File: src/rtl/ram_data_arbiter.sv
// rtl/ram_data_arbiter.sv - round-robin arbiter sharing the ram data port between two requesters
module ram_data_arbiter #(
    parameter int DATA_WIDTH = 32,
    parameter int ADDR_WIDTH = 16
) (
    input  logic                  clock,
    input  logic                  reset,
    input  logic                  m0_req,
    input  logic                  m0_wEn,
    input  logic [ADDR_WIDTH-1:0] m0_address,
    input  logic [DATA_WIDTH-1:0] m0_write_data,
    output logic                  m0_ack,
    output logic [DATA_WIDTH-1:0] m0_read_data,
    input  logic                  m1_req,
    input  logic                  m1_wEn,
    input  logic [ADDR_WIDTH-1:0] m1_address,
    input  logic [DATA_WIDTH-1:0] m1_write_data,
    output logic                  m1_ack,
    output logic [DATA_WIDTH-1:0] m1_read_data,
    output logic                  wEn,
    output logic [ADDR_WIDTH-1:0] d_address,
    output logic [DATA_WIDTH-1:0] d_write_data,
    input  logic [DATA_WIDTH-1:0] d_read_data,
    output logic                  busy
);

    localparam logic [1:0] IDLE   = 2'd0;
    localparam logic [1:0] ACCESS = 2'd1;
    localparam logic [1:0] DONE   = 2'd2;

    logic [1:0] state;
    logic       last_grant;
    logic       grant_id;
    logic       pending_write;
    logic       winner;
    logic       any_req;

    // Pick the winner: a lone requester wins, a tie goes to whoever was not granted last.
    always_comb begin
        any_req = m0_req | m1_req;
        if (m0_req && m1_req) begin
            winner = ~last_grant;
        end else if (m1_req) begin
            winner = 1'b1;
        end else begin
            winner = 1'b0;
        end
    end

    // Grant, capture request fields, perform the access and return read data.
    always_ff @(posedge clock or posedge reset) begin
        if (reset) begin
            state         <= IDLE;
            last_grant    <= 1'b1;
            grant_id      <= 1'b0;
            pending_write <= 1'b0;
            d_address     <= '0;
            d_write_data  <= '0;
            m0_read_data  <= '0;
            m1_read_data  <= '0;
        end else begin
            case (state)
                IDLE: begin
                    if (any_req) begin
                        grant_id      <= winner;
                        last_grant    <= winner;
                        d_address     <= winner ? m1_address    : m0_address;
                        d_write_data  <= winner ? m1_write_data : m0_write_data;
                        pending_write <= winner ? m1_wEn        : m0_wEn;
                        state         <= ACCESS;
                    end
                end
                ACCESS: begin
                    if (!pending_write) begin
                        if (grant_id) begin
                            m1_read_data <= d_read_data;
                        end else begin
                            m0_read_data <= d_read_data;
                        end
                    end
                    state <= DONE;
                end
                DONE: begin
                    state <= IDLE;
                end
                default: begin
                    state <= IDLE;
                end
            endcase
        end
    end

    // Strobes decode straight from state so an asynchronous reset clears them at once.
    always_comb begin
        wEn    = (state == ACCESS) && pending_write;
        m0_ack = (state == DONE) && !grant_id;
        m1_ack = (state == DONE) && grant_id;
        busy   = (state == ACCESS) || (state == DONE);
    end

endmodule

File: config.mk
export PLATFORM = sky130hd
export DESIGN_NAME = ram_data_arbiter
export DESIGN_NICKNAME = d
export VERILOG_FILES = /design/src/rtl/ram_data_arbiter.sv
export SDC_FILE = /design/constraint.sdc
export NUM_CORES = 1
export LEC_CHECK = 0
export BUFFER_PORTS_ARGS = -buffer_cell sky130_fd_sc_hd__buf_2
export CORE_MARGIN = 2
export CORE_UTILIZATION = 35
export CTS_CLUSTER_DIAMETER = 40
export CTS_CLUSTER_SIZE = 40
export DETAILED_ROUTE_END_ITERATION = 6
export SETUP_SLACK_MARGIN = 0.02
export SYNTH_ARGS = -nofsm -noshare
export SYNTH_HDL_FRONTEND = slang
export SYNTH_SLANG_ARGS = --single-unit
File: constraint.sdc
create_clock -name clock -period 5.2 [get_ports clock]
set_input_delay 0.78 -clock clock [delete_from_list [all_inputs] [get_ports clock]]
set_output_delay 0.78 -clock clock [all_outputs]
set_load 0.03 [all_outputs]
Yosys cells after proc, flatten, opt, wreduce, memory -nomap -nowiden
Cells that the tools add are included.
- equality and inequality tests: 3
- muxes and demuxes: 7
- bitwise logic cells: 4
- reduce and logical (&&, ||, !) cells: 10
- operators by type and width (kind ; count):
    $mux 32 ; 1
    $mux 16 ; 1
    $reduce_and 3->1 ; 2
    $logic_and 1x1->1 ; 4
    $pmux 2 s2 ; 1
    $mux 1 ; 3
    $not 1->1 ; 3
    $eq 2x1->1 const B ; 1
    $eq 2x2->1 const B ; 1
    $logic_not 2->1 ; 1
    $mux 2 ; 1
    $ne 2x2->1 const B ; 1
    $reduce_and 2->1 ; 1
    $logic_not 1->1 ; 1
    $logic_or 1x1->1 ; 1
    $or 1x1->1 ; 1
- bits in registers: 117
- bits of input ports: 134

Logic depth before layout (Yosys ltp)
- word-level depth: 3
- mapped depth: 8

Worst setup path after synthesis
No wires, ideal clock.
- path kind: register to output
- start point: register state[1]
- end point: output port wEn
- arrival time: 0.936 ns
- data required time: 4.420 ns
- slack: 3.484 ns
- stages on the path, launching flop included: 4
- cell sequence: dfrtp_1 inv_1 ha_1 and2_1
- cells in the longest elaborated chain, start to end: 2
- RTL lines (what ; RTL line ; text):
    from (decl) ; 31 ; logic [1:0] state;
    from (signal assigned) ; 53 ; state <= IDLE;
    from (signal assigned) ; 70 ; state <= ACCESS;
    from (signal assigned) ; 81 ; state <= DONE;
    $eq 2x1->1 ; 95 ; wEn = (state == ACCESS) && pending_write;
    $logic_and 1x1->1 ; 95 ;
    to (decl) ; 20 ; output logic wEn,
No other way between the ends.

Final worst setup path
Same ends and word-level chain as after synthesis.

==> impl_metrics.tcl <==
set metrics [dict create \
    outcome "completed" \
    final_util 0.4982 \
    avgViaCountPerCell 4.809 \
    grt_overflow 0 \
    timing.slew.headroom 0.3303 \
    grt_pass1_wl_um 20650 \
    yosys_warnings 0 \
    hold_ws_ns 0.4822 \
    dr.pass1.iters 4 \
    seq_area_frac_synth 0.5963 \
    grt_pass1_vias 4174 \
    post-route-period-util 0.4360 \
    io_buffers 249 \
    cts-htree-levels 4 \
    diodes 0 \
    rsz0062_at_grt "false" \
    postRouteAntennaNets 0 \
    drive_gt1_frac 0.5146 \
    hold_path.class "flop to flop" \
    tightestPinTransition_ns 1.004 \
    drcViolationCount 0 \
    rows 43 \
    clock.fmax_ghz 0.4411 \
    synthToLayoutAreaGrowth_pct 39.68 \
    multiInputGateArea_um2 1804 \
    fillers 1329 \
    fin_setup_tns_ns 0 \
    irDropWorstVdd_mv 0.2870 \
    post-route-min-period_ns 2.267 \
    p_per_area_nw_per_um2 774.4 \
    final_cells 864 \
    drt_wl_total_um 13360 \
    clock_latency_ns 0.41 \
    antenna_found_initial 0 \
    hold_buffers 0 \
    maxCapViolCount 0 \
    cp.arrival_ns 1.49 \
    syn_area_um2 4912 \
    io_pins 250 \
    post_cts_buffers 0 \
    die_w_um 122.5 \
    clockBufferDepth 2 \
    cts_resized 0 \
    ys_ff_latch 117 \
    ff2ff_path_depth 4 \
    p_leak_nw 3.406 \
    setup_violations 0 \
    synth_area_per_cell_um2 11.50 \
    regArea_um2 2929 \
    path_class "flop to primary output" \
    core_um2 13770 \
    syn-num-nets 564 \
    cts_inserted_buffers 17 \
    synth.area.top_cells "dfrtp_1, mux2_2, a21oi_1, nand2_1, nor2_1" \
    yosys.area.top_type "dfrtp_1" \
    dp_hpwl_um 9397 \
    initial_utilization 0.3566 \
    totalPowerFinal_w 0.005313 \
    clock_sinks 117 \
    hold_viol 0 \
    grt.total_usage 0.1798 \
    slew_violations 0 \
    critPathMaxFanout 4 \
    hold_depth 1 \
    netlist_instances 427 \
    die_h_um 122.5 \
    grt_max_degree 74 \
    dp.cells 832 \
    place.gp.congestion 0.7815 \
    path_clk_slew_ns 0.05 \
    routedWlPerCell_um 15.46 \
    num_vias 4155 \
    synth_cell_types 25 \
    crit_path_end_kind "primary output" \
    final.setup_skew_ns 0.004911 \
    synth_top_area_share 0.5909 \
    ctsRootBufferMaster "clkbuf_16" \
    final_nets 808 \
    design.die.area_um2 15000 \
    required_ns 4.42 \
    drtIter0Drc 136 \
    cp-start-kind "flop" \
    cts_tree "yes" \
]
worst max-delay path, stage by stage (launching register included):
cell and delay, ns:
dfrtp_1 0.39, inv_1 0.08, ha_1 0.23, and2_1 0.15
buf_2 0.21
routing by layer:
metal  share of wire  global-route usage  vias up
met3           0.093             0.06831       19
met2            0.47              0.2760      189
li1                -                   -     1939
met4           0.018             0.07974        0
met1            0.42              0.2256     2008
met5               0                   0        -
power by group:
part / switching, W / internal [W]
sequential: 0.000252 / 0.00138
clock: 0.000417 / 0.000797
combinational: 0.00164 / 0.000824
total: 0.00231 / 0.00300
cell usage in the layout, fill, tap and decap left out:
master      Yosys  routed
a31oi_1         1       1
mux2_1          5       5
inv_1           3       2
and2_1          2       2
clkinvlp_4      0       4
bufinv_16       0       4
nand2_1        50      50
a21boi_4        0       1
nor3b_4         1       1
clkinv_2        0       5
ha_1            3       3
a21boi_0        1       1
dfstp_2         1       1
mux2_4         10      10
a22o_1          1       1
buf_2          16     249
and2b_1         1       1
mux2_2         50      50
a21oi_1        99      99
nor2_1         50      50
inv_6           0       1
dfrtp_1       116     116
clkbuf_1        0       1
a21bo_2         1       1
clkbuf_16       0      17
inv_4           0       1
buf_4           4       4
nand3b_2        1       1
o21a_2          0       1
o21ai_4         0       1
Yosys cell counts:
cell	n
a21bo_2	1
a21boi_0	1
a21boi_2	1
a21oi_1	99
a22o_1	1
a31oi_1	1
and2_1	2
and2b_1	1
buf_2	16
buf_4	4
buf_6	6
clkbuf_2	2
dfrtp_1	116
dfstp_2	1
ha_1	3
inv_1	3
mux2_1	5
mux2_2	50
mux2_4	10
nand2_1	50
nand3b_2	1
nor2_1	50
nor3b_4	1
o21a_1	1
o21ai_1	1
logic make-up (layout without fill, tap and decap cells):
group | count (synthesis) | in the layout | share of synthesized area
compound gates | 106 | 106 | 0.1123
fa+ha+maj | 3 | 3 | 0.007642
mux | 65 | 65 | 0.1566
simple gates | 105 | 105 | 0.08660
flops | 117 | 117 | 0.5963
buf+inv | 31 | 288 | 0.04050
path summary, 6_finish.rpt:
kind | to | startpoint | slack (ns)
max in group asynchronous | m0_read_data[31] | reset | 3.52
min in group asynchronous | m1_read_data[31] | reset | 0.56
setup / recovery | wEn | state[1] | 2.93
hold / removal | m0_read_data[3] | m0_read_data[3] | 0.48
setup reg to reg | m1_read_data[6] | state[1] | 3.10
hold reg to reg | m0_read_data[3] | m0_read_data[3] | 0.48
sequential cells by signal, summed over array words and instances, names as in the netlist:
name and cells:
d_address 16, state 2, d_write_data 32, pending_write 1, last_grant 1, m1_read_data 32, m0_read_data 32, grant_id 1
layout make-up:
| class | instances | area share |
|---|---|---|
| clock buffer | 18 | 0.06255 |
| tap | 180 | 0.03282 |
| clock inverter | 14 | 0.02681 |
| sequential | 117 | 0.4269 |
| inverter | 3 | 0.002006 |
| timing repair buffer | 253 | 0.1860 |
| multi-input combinational | 279 | 0.2629 |
metrics by stage:
| step | setup WS (ns) | area, um2 |
|---|---|---|
| 2_1_floorplan | 1.321 | 4912 |
| 3_3_place_gp | 3.014 | 6248 |
| 3_5_place_dp | 2.973 | 6248 |
| 4_1_cts | 2.892 | 6862 |
| 5_1_grt | 2.830 | 6862 |
| 6_report | 2.933 | 6862 |
Note: power is estimated with default switching activity, not from simulation.
